## src/rtl/fnn_pkg.sv

```systemverilog
// ---------------------------------------------------------------------------
// fnn_pkg
//   Shared types for the neuron weight-fetch path.
//   fetch_state_t : phases of one pass over a neuron's weight memory
//   DATA_W        : width of weights and activations
//   wa_pair_t     : one (weight, activation, last) pair as seen by the MAC
// ---------------------------------------------------------------------------
package fnn_pkg;

    typedef enum logic [1:0] {
        S_IDLE,
        S_FETCH,
        S_DRAIN
    } fetch_state_t;

    localparam int DATA_W = 16;

    typedef struct packed {
        logic [DATA_W-1:0] w;
        logic [DATA_W-1:0] a;
        logic              last;
    } wa_pair_t;

endpackage

```

## src/rtl/pair_fifo2.sv

```systemverilog
// ---------------------------------------------------------------------------
// pair_fifo2
//   Two-entry FIFO of wa_pair_t used to absorb MAC back-pressure.
//   Ports:
//     clk, rst   : clock, asynchronous active-high reset
//     push, pop  : write din / drop head (simultaneous push and pop allowed)
//     din, dout  : entry written / current head entry
//     count      : number of stored entries (0..2)
//     empty,full : count == 0 / count == 2
// ---------------------------------------------------------------------------
module pair_fifo2
    import fnn_pkg::*;
(
    input  logic       clk,
    input  logic       rst,
    input  logic       push,
    input  logic       pop,
    input  wa_pair_t   din,
    output wa_pair_t   dout,
    output logic [1:0] count,
    output logic       empty,
    output logic       full
);

    wa_pair_t   mem_q [2];
    wa_pair_t   mem_d [2];
    logic       rd_ptr_q, rd_ptr_d;
    logic       wr_ptr_q, wr_ptr_d;
    logic [1:0] count_q, count_d;
    logic       do_push, do_pop;

    // Next-state logic. A push into a full FIFO is only honoured when the
    // head leaves in the same cycle, so storage can never be overrun.
    always_comb begin
        do_pop   = pop && (count_q != 2'd0);
        do_push  = push && ((count_q != 2'd2) || do_pop);
        mem_d[0] = mem_q[0];
        mem_d[1] = mem_q[1];
        rd_ptr_d = rd_ptr_q;
        wr_ptr_d = wr_ptr_q;
        count_d  = count_q;
        if (do_push) begin
            mem_d[wr_ptr_q] = din;
            wr_ptr_d        = ~wr_ptr_q;
        end
        if (do_pop) begin
            rd_ptr_d = ~rd_ptr_q;
        end
        case ({do_push, do_pop})
            2'b10:   count_d = count_q + 2'd1;
            2'b01:   count_d = count_q - 2'd1;
            default: count_d = count_q;
        endcase
    end

    // Storage and pointer registers; reset leaves the FIFO empty and zeroed.
    always_ff @(posedge clk or posedge rst) begin
        if (rst) begin
            mem_q[0] <= '0;
            mem_q[1] <= '0;
            rd_ptr_q <= 1'b0;
            wr_ptr_q <= 1'b0;
            count_q  <= 2'd0;
        end else begin
            mem_q[0] <= mem_d[0];
            mem_q[1] <= mem_d[1];
            rd_ptr_q <= rd_ptr_d;
            wr_ptr_q <= wr_ptr_d;
            count_q  <= count_d;
        end
    end

    assign dout  = mem_q[rd_ptr_q];
    assign count = count_q;
    assign empty = (count_q == 2'd0);
    assign full  = (count_q == 2'd2);

endmodule

```

## src/rtl/w_fetch_seq.sv

```systemverilog
// ---------------------------------------------------------------------------
// w_fetch_seq
//   Walks once over a neuron's weight memory per pass, pairing each weight
//   with the matching incoming activation and handing (weight, act, last)
//   to the MAC. Valid/ready on both sides with full back-pressure.
//   Ports:
//     clk, rst             : clock, asynchronous active-high reset
//     start                : begin a pass (only looked at while idle)
//     busy, done           : pass in progress / one-cycle end-of-pass pulse
//     in_valid/ready/data  : activation stream
//     rom_ren/radd/rdata   : weight memory, 1-cycle synchronous read
//     out_valid/ready      : pair handshake towards the MAC
//     out_weight/act/last  : pair contents, last marks index numWeight-1
// ---------------------------------------------------------------------------
module w_fetch_seq
    import fnn_pkg::*;
#(
    parameter int numWeight    = 30,
    parameter int addressWidth = (numWeight > 1) ? $clog2(numWeight) : 1,
    parameter int dataWidth    = DATA_W
)(
    input  logic                    clk,
    input  logic                    rst,
    input  logic                    start,
    output logic                    busy,
    output logic                    done,
    input  logic                    in_valid,
    input  logic [dataWidth-1:0]    in_data,
    output logic                    in_ready,
    output logic                    rom_ren,
    output logic [addressWidth-1:0] rom_radd,
    input  logic [dataWidth-1:0]    rom_rdata,
    output logic                    out_valid,
    input  logic                    out_ready,
    output logic [dataWidth-1:0]    out_weight,
    output logic [dataWidth-1:0]    out_act,
    output logic                    out_last
);

    localparam logic [addressWidth-1:0] LAST_ADDR = addressWidth'(numWeight - 1);

    fetch_state_t            state_q, state_d;
    logic [addressWidth-1:0] addr_q, addr_d;
    logic [addressWidth-1:0] radd_hold_q, radd_hold_d;
    logic                    inflight_q, inflight_d;
    logic                    last_q, last_d;
    logic [dataWidth-1:0]    act_q, act_d;

    logic                    fifo_push, fifo_pop;
    logic                    fifo_empty, fifo_full;
    logic [1:0]              fifo_count;
    wa_pair_t                fifo_dout, incoming, head;
    logic                    accept, room;

    pair_fifo2 u_fifo (
        .clk   (clk),
        .rst   (rst),
        .push  (fifo_push),
        .pop   (fifo_pop),
        .din   (incoming),
        .dout  (fifo_dout),
        .count (fifo_count),
        .empty (fifo_empty),
        .full  (fifo_full)
    );

    // Handshake and datapath steering. The pair whose weight is arriving
    // from memory this cycle bypasses the FIFO when the FIFO is empty, which
    // gives one cycle of latency and lets 1 pair/cycle flow when the MAC is
    // ready. Room for a new read means fifo_count + inflight < 2, written
    // here in terms of full so the read is refused before storage runs out.
    always_comb begin
        room          = !fifo_full && !((fifo_count == 2'd1) && inflight_q);
        in_ready      = (state_q == S_FETCH) && room;
        accept        = in_valid && in_ready;
        rom_ren       = accept;
        rom_radd      = accept ? addr_q : radd_hold_q;
        incoming.w    = rom_rdata;
        incoming.a    = act_q;
        incoming.last = last_q;
        head          = fifo_empty ? incoming : fifo_dout;
        out_valid     = inflight_q || !fifo_empty;
        out_weight    = out_valid ? head.w : '0;
        out_act       = out_valid ? head.a : '0;
        out_last      = out_valid ? head.last : 1'b0;
        fifo_pop      = !fifo_empty && out_ready;
        fifo_push     = inflight_q && !(fifo_empty && out_ready);
        busy          = (state_q != S_IDLE);
        done          = (state_q == S_DRAIN) && fifo_empty && !inflight_q;
    end

    // Pass sequencing. The activation is captured alongside the memory read
    // so both halves of the pair line up in the following cycle. The address
    // stops at the last index instead of wrapping.
    always_comb begin
        state_d     = state_q;
        addr_d      = addr_q;
        radd_hold_d = radd_hold_q;
        act_d       = act_q;
        last_d      = last_q;
        inflight_d  = accept;
        case (state_q)
            S_IDLE: begin
                if (start) begin
                    addr_d  = '0;
                    state_d = S_FETCH;
                end
            end
            S_FETCH: begin
                if (accept) begin
                    act_d       = in_data;
                    last_d      = (addr_q == LAST_ADDR);
                    radd_hold_d = addr_q;
                    if (addr_q == LAST_ADDR) begin
                        state_d = S_DRAIN;
                    end else begin
                        addr_d = addr_q + addressWidth'(1);
                    end
                end
            end
            S_DRAIN: begin
                if (done) begin
                    state_d = S_IDLE;
                end
            end
            default: state_d = S_IDLE;
        endcase
    end

    // Sequencer registers; reset aborts any pass with nothing in flight.
    always_ff @(posedge clk or posedge rst) begin
        if (rst) begin
            state_q     <= S_IDLE;
            addr_q      <= '0;
            radd_hold_q <= '0;
            act_q       <= '0;
            last_q      <= 1'b0;
            inflight_q  <= 1'b0;
        end else begin
            state_q     <= state_d;
            addr_q      <= addr_d;
            radd_hold_q <= radd_hold_d;
            act_q       <= act_d;
            last_q      <= last_d;
            inflight_q  <= inflight_d;
        end
    end

endmodule

```

## config.mk

```make
export PLATFORM = sky130hd
export DESIGN_NAME = w_fetch_seq
export DESIGN_NICKNAME = d
export VERILOG_FILES = /design/src/rtl/fnn_pkg.sv /design/src/rtl/pair_fifo2.sv /design/src/rtl/w_fetch_seq.sv
export SDC_FILE = /design/constraint.sdc
export NUM_CORES = 1
export LEC_CHECK = 0
export BUFFER_PORTS_ARGS = -buffer_cell sky130_fd_sc_hd__buf_2
export CORE_ASPECT_RATIO = 1.4
export CORE_MARGIN = 2
export CORE_UTILIZATION = 42
export CTS_CLUSTER_SIZE = 24
export DETAILED_ROUTE_END_ITERATION = 10
export PLACE_DENSITY_LB_ADDON = 0.3
export RECOVER_POWER = 100
export SYNTH_ARGS = -nofsm -noshare
export SYNTH_HDL_FRONTEND = slang
export SYNTH_SLANG_ARGS = --single-unit
```

## constraint.sdc

```tcl
create_clock -name clk -period 4.6 [get_ports clk]
set_input_delay 0.92 -clock clk [delete_from_list [all_inputs] [get_ports clk]]
set_output_delay 0.92 -clock clk [all_outputs]
set_load 0.02 [all_outputs]
```

; ---- Yosys cells after proc, flatten, opt, wreduce, memory -nomap -nowiden
; Index checks and enable logic that the tools add are counted.
[totals]
register_bits = 100
word_cells = 87
inputBits = 37
out_inout_bits = 43
[classes]
n_mux = 21
reduce_logical = 28
order_cmp = 3
addsub = 3
bitwise = 4
n_eq_ne = 13
[op_table]
columns = cell, count
row1 = $mux 33, 5
row2 = $bwmux 66, 1
row3 = $demux 33 s1, 1
row4 = $mux 16, 2
row5 = $mux 5, 4
row6 = $logic_and 1x1->1, 12
row7 = $ne 2x2->1 const B, 5
row8 = $pmux 5 s2, 1
row9 = $mux 2, 4
row10 = $reduce_and 4->1, 2
row11 = $reduce_bool 2->1, 4
row12 = $eq 2x1->1 const B, 3
row13 = $eq 2x2->1 const B, 3
row14 = $pmux 2 s3, 1
row15 = $add 5x1->5 const B, 1
row16 = $eq 5x5->1 const B, 1
row17 = $logic_not 1->1, 5
row18 = $ge 2x2->1 const B, 2
row19 = $logic_not 2->1, 2
row20 = $not 1->2, 2
row21 = $pmux 2 s2, 1
row22 = $add 2x1->2 const B, 1
row23 = $logic_or 1x1->1, 2
row24 = $lt 2x1->1 const B, 1
row25 = 5 further kinds, 6

; ---- Depth between registers and ports, before layout
; Gate-level depths: netlist of run 1.
[depth]
word_depth = 8
depth_mapped = 8
mapped_depth_nobuf = 7

; ---- Modules after synthesis
; Synthesis of run 1 repeated with hierarchy kept, for this count alone.
[unflattened]
hier_cells = 444
area_unflattened_um2 = 4877.2
[modules_own_cells]
columns = module, area_each_um2, seq_area_each_um2, cells_per_inst, instances
row1 = pair_fifo2, 3075.4, 1751.7, 195, 1
row2 = w_fetch_seq, 1801.7, 750.7, 249, 1

; ---- Worst setup path before layout of run 1
; No wires, ideal clock.
[synth_path]
kind = input-to-output
startpoint = input in_valid
endpoint = output rom_radd[2]
stages = 5
slack_ns = 2.003
t_required_ns = 3.680
arrival_time_ns = 1.677
n_path_buf = 1
path_cell_list = nand4b_2 -> inv_2 -> buf_2 -> nand2_1 -> nand2_1
[synth_between]
elab_chain_len = 2
[synth_lines]
columns = element, line
row1 = "start, declared", w_fetch_seq.sv:27  ; input logic in_valid,
row2 = $logic_and 1x1->1, w_fetch_seq.sv:75  ; accept = in_valid && in_ready;
row3 = $mux 5, -
row4 = "end, declared", w_fetch_seq.sv:31  ; output logic [addressWidth-1:0] rom_radd,
; Every way passes these cells.

; ---- Final worst setup path of run 1
[layout_path]
startpoint = register u_fifo.count_q[0], in the netlist u_fifo.count[0]
endpoint = register u_fifo.mem_q[8] (netlist bit)
[layout_between]
elab_chain_len = 6
elab_cells_between_ends = 11
classes_between = eq/ne (1) / reduce/logical (10)
[layout_lines]
columns = element, line
row1 = "start, declared", pair_fifo2.sv:29  ; logic [1:0] count_q, count_d;
row2 = "start signal, assigned", pair_fifo2.sv:69  ; count_q <= count_d;
row3 = $logic_not 2->1, pair_fifo2.sv:75  ; assign empty = (count_q == 2'd0);
row4 = $logic_not 1->1, w_fetch_seq.sv:86  ; fifo_pop = !fifo_empty && out_ready;
row5 = $logic_and 1x1->1, w_fetch_seq.sv:86
row6 = $logic_and 1x1->1 *, pair_fifo2.sv:35  ; do_pop = pop && (count_q != 2'd0);
row7 = named net u_fifo.do_pop, pair_fifo2.sv:30  ; logic do_push, do_pop;
row8 = $logic_or 1x1->1 *, pair_fifo2.sv:36  ; do_push = push && ((count_q != 2'd2) || do_pop);
row9 = $logic_and 1x1->1 *, pair_fifo2.sv:36
row10 = "end, declared", pair_fifo2.sv:25  ; wa_pair_t mem_q [2];
; Mark *: on every way through the listed nets, which the timed path passes. The rest lies on a longest branch.
; A chain may end at the register's enable or synchronous reset.

==> results by group, run 1 <==
Power
  – Internal: 2.423 mW
  – Combinational group share of total power: between 40% and 50%
  – Switch Pwr: ~1.7 mW
  – Leak pwr: roughly 2.5 nW
  – Power Dens Cells: 770.7 nW/um^2
  – Switching share of power: between 40% and 50%
  – Clock share of power: between 10% and 20%
  – Reg power frac: roughly two fifths
  – Max VDD drop: between 0.2 and 0.3 mV

Detailed routing
  – WL per Instance: 16.15 um
  – DRT Pass-1 Iters: 4
  – Vias per std cell: around 5.2
  – Final ANT Viol Nets: 0
  – Routed wire length: between 10,000 and 15,000 um
  – Total number of vias: 3,289
  – DR DRC count: 0
  – DR iter-0 viols: 110

Worst setup path
  – FF-to-FF path depth: 6
  – Largest delay share family, worst path: buffers and inverters
  – CP startpoint: u_fifo.count[0]
  – Slowest CP cell: ha_1
  – Crit path max fanout: 30
  – Critical path depth in cells: 6
  – Worst Path Buf+Inv: 2
  – RR Startpoint: u_fifo.count[0]
  – Required @ worst endpoint: approximately 4.8 ns
  – CP arrival: 3.81 ns
  – R2r setup slk: approximately 1.0 ns
  – Reg-to-Reg End: u_fifo.mem_q[8]
  – CP endpoint: u_fifo.mem_q[8]
  – Cell breakdown of the critical path: inv_1, ha_1, nor2b_1, o211ai_4, clkbuf_1, mux2_2
  – Crit. End Element: flop
  – CP peak stage delay: 0.79 ns
  – Crit path launch type: flop
  – Setup CP Type: flop to flop

Placed design
  – PortBufs: slightly below 80
  – GP Congestion: between 0.7 and 0.8
  – DP HPWL: between 6000 and 7000 um
  – Dpl ws: ~1.6 ns

Yosys
  – Sequential share of the synthesized area: 52.04%
  – Synth Instances: 418
  – Synthesized Nets: ~460
  – Top FF cell, synth: dfrtp_1
  – Syn_area_per_cell: ~12 um^2
  – Post-synthesis cell type count: 32
  – Top-count cell post-synth: dfrtp_1
  – Number of warnings issued by yosys: 0
  – #FFs+latches synth: 100
  – Synth top cells by count: dfrtp_1, nand2_1, o21ai_0
  – Post-synth top area share: between 50% and 60%
  – Yosys top cell by area: dfrtp_1
  – Post-synth ARST share: between 90% and 100%
  – Synth Cell Area: a little under 5000 um^2
  – EDFF count, synth: 0
  – Largest cells by area after synthesis: dfrtp_1, mux2_4, mux2_2

Global routing
  – Gr ovfl total: 0
  – Tot GR Track Use: around 18%
  – Antenna violations before repair: 0
  – First-pass GRT wire length: about 17,000 um
  – Largest net degree at the start of global routing: 82
  – Vias in the first global route: roughly 3,400

Floorplanning
  – Initial cell density of the core: around 43%
  – Row count: 46
  – I/O Pins: 80
  – Die W: 94.43 um
  – Die H: 130.6 um
  – Core area: 11,220 um^2
  – Die area: 12,330 um^2

STA
  – Setup-failing EPs final: 0
  – Setup tns final: 0 ns
  – Relative slew slack: roughly a quarter
  – Final worst slack: 1.004 ns
  – Final worst path period share: between 70% and 80%
  – Clk_skew: 0.007987 ns
  – RSZ-0062 raised after global routing: false
  – Fin. max-slew vios: 0
  – Worst hold margin: approximately 0.47 ns
  – Endpoints failing hold: 0
  – Post-route minimum period: between 3 and 4 ns
  – Worst-Margin Slew: between 1 and 1.5 ns
  – F_max: between 200 and 300 MHz

Clock tree
  – CTS Hold Bufs: 0
  – Root Buffer: clkbuf_16
  – Setup bufs post-CTS: 0
  – Reg clk slew, reported paths: approximately 0.070 ns
  – CTS Buf Count: 9
  – CTS tree: yes
  – Clock H-tree levels: 3
  – CTS Buffer Depth: 2
  – Clk Latency, worst-skew pair: roughly 0.34 ns
  – # resized after CTS: 0
  – CTS sink count: 100

Outcome
  – Outcome: finished, final reports clean

Layout
  – ANT cells: 0
  – Multi-input gate area: 2029 um^2
  – Register area: around 2500 um^2
  – P&R area growth vs syn: 12.41%
  – Finished Core Util: 48.16%
  – Final nets: 529
  – Filler instances: between 1,000 and 1,500
  – Share of post-route cells with drive strength above 1: between 20% and 30%

Min path
  – HP Class: flop to flop
  – Hold Crit Start: radd_hold_q[3]

Job
  – MaxCap Viol Count: 0
[placed cells by master, fill, tap and decap left out, drive strengths merged, types with 2 or more instances in the layout]
| master | count |
|---|---|
| xnor2 | 2 |
| a32o | 2 |
| nand2 | 73 |
| nand2b | 2 |
| buf | 39 |
| clkinvlp | 3 |
| a31o | 2 |
| ha | 6 |
| mux2 | 66 |
| inv | 7 |
| nand3 | 36 |
| clkinv | 2 |
| clkbuf | 54 |
| a21oi | 3 |
| nand4b | 2 |
| nor2 | 6 |
| dfrtp | 100 |
| mux2i | 34 |
| o211ai | 2 |
| o21ai | 40 |
[per-layer routing]
layer	global-route usage, %	part of all wire (%)	vias to the layer above	wire, um
li1	-	-	1582	-
met1	22.05	43	1632	4423
met2	31.13	51	67	5218
met3	4.014	4.7	8	486
met4	5.371	1.1	0	112
met5	0	0	-	0
[final cells by class]
class / count / area share (%)
flip-flops and latches: 100 / 46.32
multi-input cells: 284 / 37.55
repair buffers: 84 / 6.875
clock buffers: 9 / 4.167
well taps: 144 / 3.333
clock inverters: 6 / 1.227
inverters: 7 / 0.5324
[worst register-to-register path, delay by kind of cell (launching register included)]
family | cells | cell delay (ns)
AO/OA/AOI/OAI | 1 | 0.73
AND/OR/NAND/NOR | 1 | 0.28
buffers and inverters | 2 | 0.86
multiplexers | 1 | 0.42
adder cells (fa/ha/maj) | 1 | 0.79
flip-flops | 1 | 0.41
[power by group through the flow]
stage | sequential (mW) | combinational [mW] | clock (mW)
6_report | 1.63 | 1.79 | 0.746
5_1_grt | 1.69 | 1.99 | 0.799
4_1_cts | 1.64 | 2.04 | 0.763
3_5_place_dp | 1.65 | 2.03 | 0
3_3_place_gp | 1.63 | 1.99 | 0
2_1_floorplan | 1.49 | 1.61 | 0
[cell families after synthesis]
logic type | share of synthesized area [%]
fa+ha+maj | 1.561
flops | 52.04
xor+xnor | 0.5465
mux | 24.80
compound gates | 5.907
buf+inv | 3.513
simple gates | 11.63
[sequential cells by signal, indices dropped and copies added (netlist names)]
register,cells
act_q,16
last_q,1
radd_hold_q,5
u_fifo.count,2
inflight_q,1
u_fifo.rd_ptr_q,1
state_q,2
u_fifo.mem_q,66
addr_q,5
u_fifo.wr_ptr_q,1
[worst min path at each step]
stage                     end  slack (ns)  cells after the start
6_report       radd_hold_q[3]        0.47                      2
5_1_grt        radd_hold_q[0]        0.51                      2
4_1_cts        radd_hold_q[3]        0.47                      2
3_5_place_dp   radd_hold_q[3]        0.46                      2
3_3_place_gp   radd_hold_q[1]        0.45                      2
2_1_floorplan  radd_hold_q[1]        0.44                      2
[metrics by stage]
step	cells	power [mW]	cell area, um^2
2_1_floorplan	418	3.101	4808
3_3_place_gp	619	3.613	5294
3_5_place_dp	619	3.688	5294
4_1_cts	634	4.445	5585
5_1_grt	634	4.483	5405
6_report	634	4.166	5405
Power figures use the tool's default switching activity.
==> run 2, diff against run 1 <==
==> constraint.sdc (replaced) <==
create_clock -name clk -period 3.5 [get_ports clk]
set_input_delay 0.7 -clock clk [delete_from_list [all_inputs] [get_ports clk]]
set_output_delay 0.7 -clock clk [all_outputs]
set_load 0.02 [all_outputs]
==> run 2 against run 1 <==
  * Count of clock-buffer cells in the layout rose by 3
  * Clock skew fell by 0.0018 ns
  * Clock power rose by 33%
  * Die area did not move
  * Largest power group unchanged
==> results by group, run 2 (synthesis results as in run 1) <==
Power
  – Power Dens Cells: 1009 nW/um^2 (+31%)
  – Max VDD drop: 0.4257 mV (+51%)
  – Combinational group share of total power: 43.6% (+0.6 points)
  – Leak pwr: 2.560 nW (+1.3%)
  – Clock share of power: 18.0% (about the same)
  – Reg power frac: 38.4% (-0.7 points)
  – Power, Total: 5.502 mW (+32%)
  – Switch Pwr: 2.263 mW (+30%)
  – Switching share of power: 41.13% (-0.71 points)
  – Internal: 3.239 mW (+34%)

Outcome
  – Outcome: finished, final reports clean

Layout
  – Top flop regs: u_fifo.mem_q: 66 flops, act_q: 16 flops
  – Finished Core Util: 48.58% (+0.42 points)
  – Most flops, register: u_fifo.mem_q
  – P&R area growth vs syn: 13.40%
  – ANT cells: 0 (unchanged)
  – Share of post-route cells with drive strength above 1: 20.89% (+0.69 points)
  – Fin area: 5453 um^2 (+0.88%)
  – Max FFs per register: 66 (unchanged)
  – Final cell count without fillers: 637 (+0.47%)
  – Final nets: 533 (+0.76%)
  – Most common cell after layout, fill and taps aside: dfrtp_1
  – Commonest non-fill, non-tap cells in the layout: dfrtp_1, nand2_1, clkbuf_1, o21ai_0, mux2_2

Worst setup path
  – Setup CP Type: flop to primary output
  – RR Startpoint: u_fifo.count[0]
  – R2r setup slk: 0.83 ns (-0.17 ns)
  – Reg-to-Reg End: u_fifo.mem_q[3]
  – CP startpoint: u_fifo.count[1]
  – CP arrival: 2.14 ns (-1.67 ns)
  – CP endpoint: rom_radd[3]
  – Required @ worst endpoint: 2.80 ns (-2.02 ns)
  – Crit path launch type: flop
  – Crit. End Element: primary output
  – FF-to-FF path depth: 6 (unchanged)
  – Crit path max fanout: 12 (-60%)

Clock tree
  – Setup bufs post-CTS: 0 (unchanged)
  – CTS tree: yes
  – Root Buffer: clkbuf_16
  – Clk Latency, worst-skew pair: 0.35 ns (about the same)
  – CTS Buf Count: 9 (unchanged)
  – Reg clk slew, reported paths: 0.06 ns (about the same)
  – CTS Hold Bufs: 0 (unchanged)
  – CTS sink count: 100 (unchanged)
  – # resized after CTS: 0 (unchanged)
  – Clock H-tree levels: 3 (unchanged)
  – CTS Buffer Depth: 2 (unchanged)

Placed design
  – GP Congestion: 0.7808 (+1.7%)
  – DP HPWL: 6579 um (+0.15%)
  – PortBufs: 79 (unchanged)
  – Dpl ws: 1.065 ns (-0.5180 ns)
  – Placed insts: 623 (+0.65%)
  – Placement Cell Area: 5349 um^2 (+1.0%)

STA
  – Relative slew slack: 11.02% (-15 points)
  – Worst hold margin: 0.4689 ns (-0.001325 ns)
  – RSZ-0062 raised after global routing: false
  – Setup tns final: 0 ns (unchanged)
  – Setup-failing EPs final: 0 (unchanged)
  – Fin. max-slew vios: 0 (unchanged)
  – F_max: between 300 and 400 MHz
  – Post-route minimum period: approximately 2.8 ns
  – Worst-Margin Slew: 1.327 ns (+0.2209 ns)
  – Clk_skew: 0.006204 ns (-0.001784 ns)
  – Endpoints failing hold: 0 (unchanged)
  – Final worst path period share: between 80 and 90%
  – Final worst slack: 0.6575 ns (-0.3468 ns)

Detailed routing
  – DR DRC count: 0 (unchanged)
  – WL per Instance: 15.81 um (-2.1%)
  – Routed wire length: 10,070 um (-1.6%)
  – DR iter-0 viols: 134 (+22%)
  – DRT Pass-1 Iters: 4 (unchanged)
  – Vias per std cell: 5.113 (-1.4%)
  – Total number of vias: 3,257 (-0.97%)
  – Final ANT Viol Nets: 0 (unchanged)

Floorplanning
  – Die H: 130.6 um (unchanged)
  – Die area: 12,330 um^2 (unchanged)
  – Initial cell density of the core: 42.84% (unchanged)
  – Core area: 11,220 um^2 (unchanged)
  – Row count: 46 (unchanged)
  – I/O Pins: 80 (unchanged)
  – Die W: 94.43 um (unchanged)

Job
  – MaxCap Viol Count: 0 (unchanged)

Global routing
  – Largest net degree at the start of global routing: 74 (-9.8%)
  – Gr ovfl total: 0 (unchanged)
  – Vias in the first global route: 3,368 (-0.94%)
  – Antenna violations before repair: 0 (unchanged)
  – Tot GR Track Use: 17.37% (-0.45 points)
  – First-pass GRT wire length: 16,490 um (-2.9%)

Min path
  – HP Class: flop to flop
## run 2: cell types whose count changed in the layout (fill, tap and decap cells not counted), sizes merged
| cell | delta |
|---|---|
| buf | +4 |
| clkbuf | +3 |
| clkinv | -1 |
| clkinvlp | -2 |
| inv | -1 |
## run 2: how the worst min path moves through the flow
stage / from / end / slack [ns] / cells after the start
global placement: radd_hold_q[1] / radd_hold_q[1] / 0.45 / 2
CTS: rst / u_fifo.mem_q[32] / 0.35 / 2
global route: radd_hold_q[0] / radd_hold_q[0] / 0.50 / 2
detailed placement: radd_hold_q[0] / radd_hold_q[0] / 0.46 / 2
floorplan: radd_hold_q[1] / radd_hold_q[1] / 0.44 / 2
finish: radd_hold_q[3] / radd_hold_q[3] / 0.47 / 2
## run 2: per-layer routing
metal / global-route usage (%) / up-vias / routed length (um)
li1: - / 1586 / -
met1: 21.59 / 1598 / 4387
met2: 29.62 / 61 / 5117
met3: 3.612 / 12 / 409
met4: 6.905 / 0 / 157
met5: 0 / - / 0
## run 2: worst max-delay path: stages, from the launching register on
cell	delay (ns)
dfrtp_1	0.38
inv_1	0.08
ha_1	0.18
a21oi_1	0.22
nand4b_2	0.13
inv_1	0.35
nand2_1	0.14
nand2_1	0.09
clkbuf_1	0.23
## run 2: final cells by class
cell class | instances | area, um^2
Clock buffer | 12 | 256.5
Clock inverter | 2 | 35.03
Fill cell | 1101 | 5771
Inverter | 7 | 27.53
Multi-Input combinational cell | 284 | 2022
Sequential cell | 100 | 2504
Tap cell | 144 | 180.2
Timing Repair Buffer | 88 | 427.9
## run 2: power by group through the flow
stage	logic (mW)	clock network, mW	registers [mW]
after floorplan	2.12	0	1.95
after global placement	2.65	0	2.11
after detailed placement	2.72	0	2.14
after CTS	2.72	1.02	2.13
after global routing	2.65	1.06	2.19
final	2.40	0.992	2.11
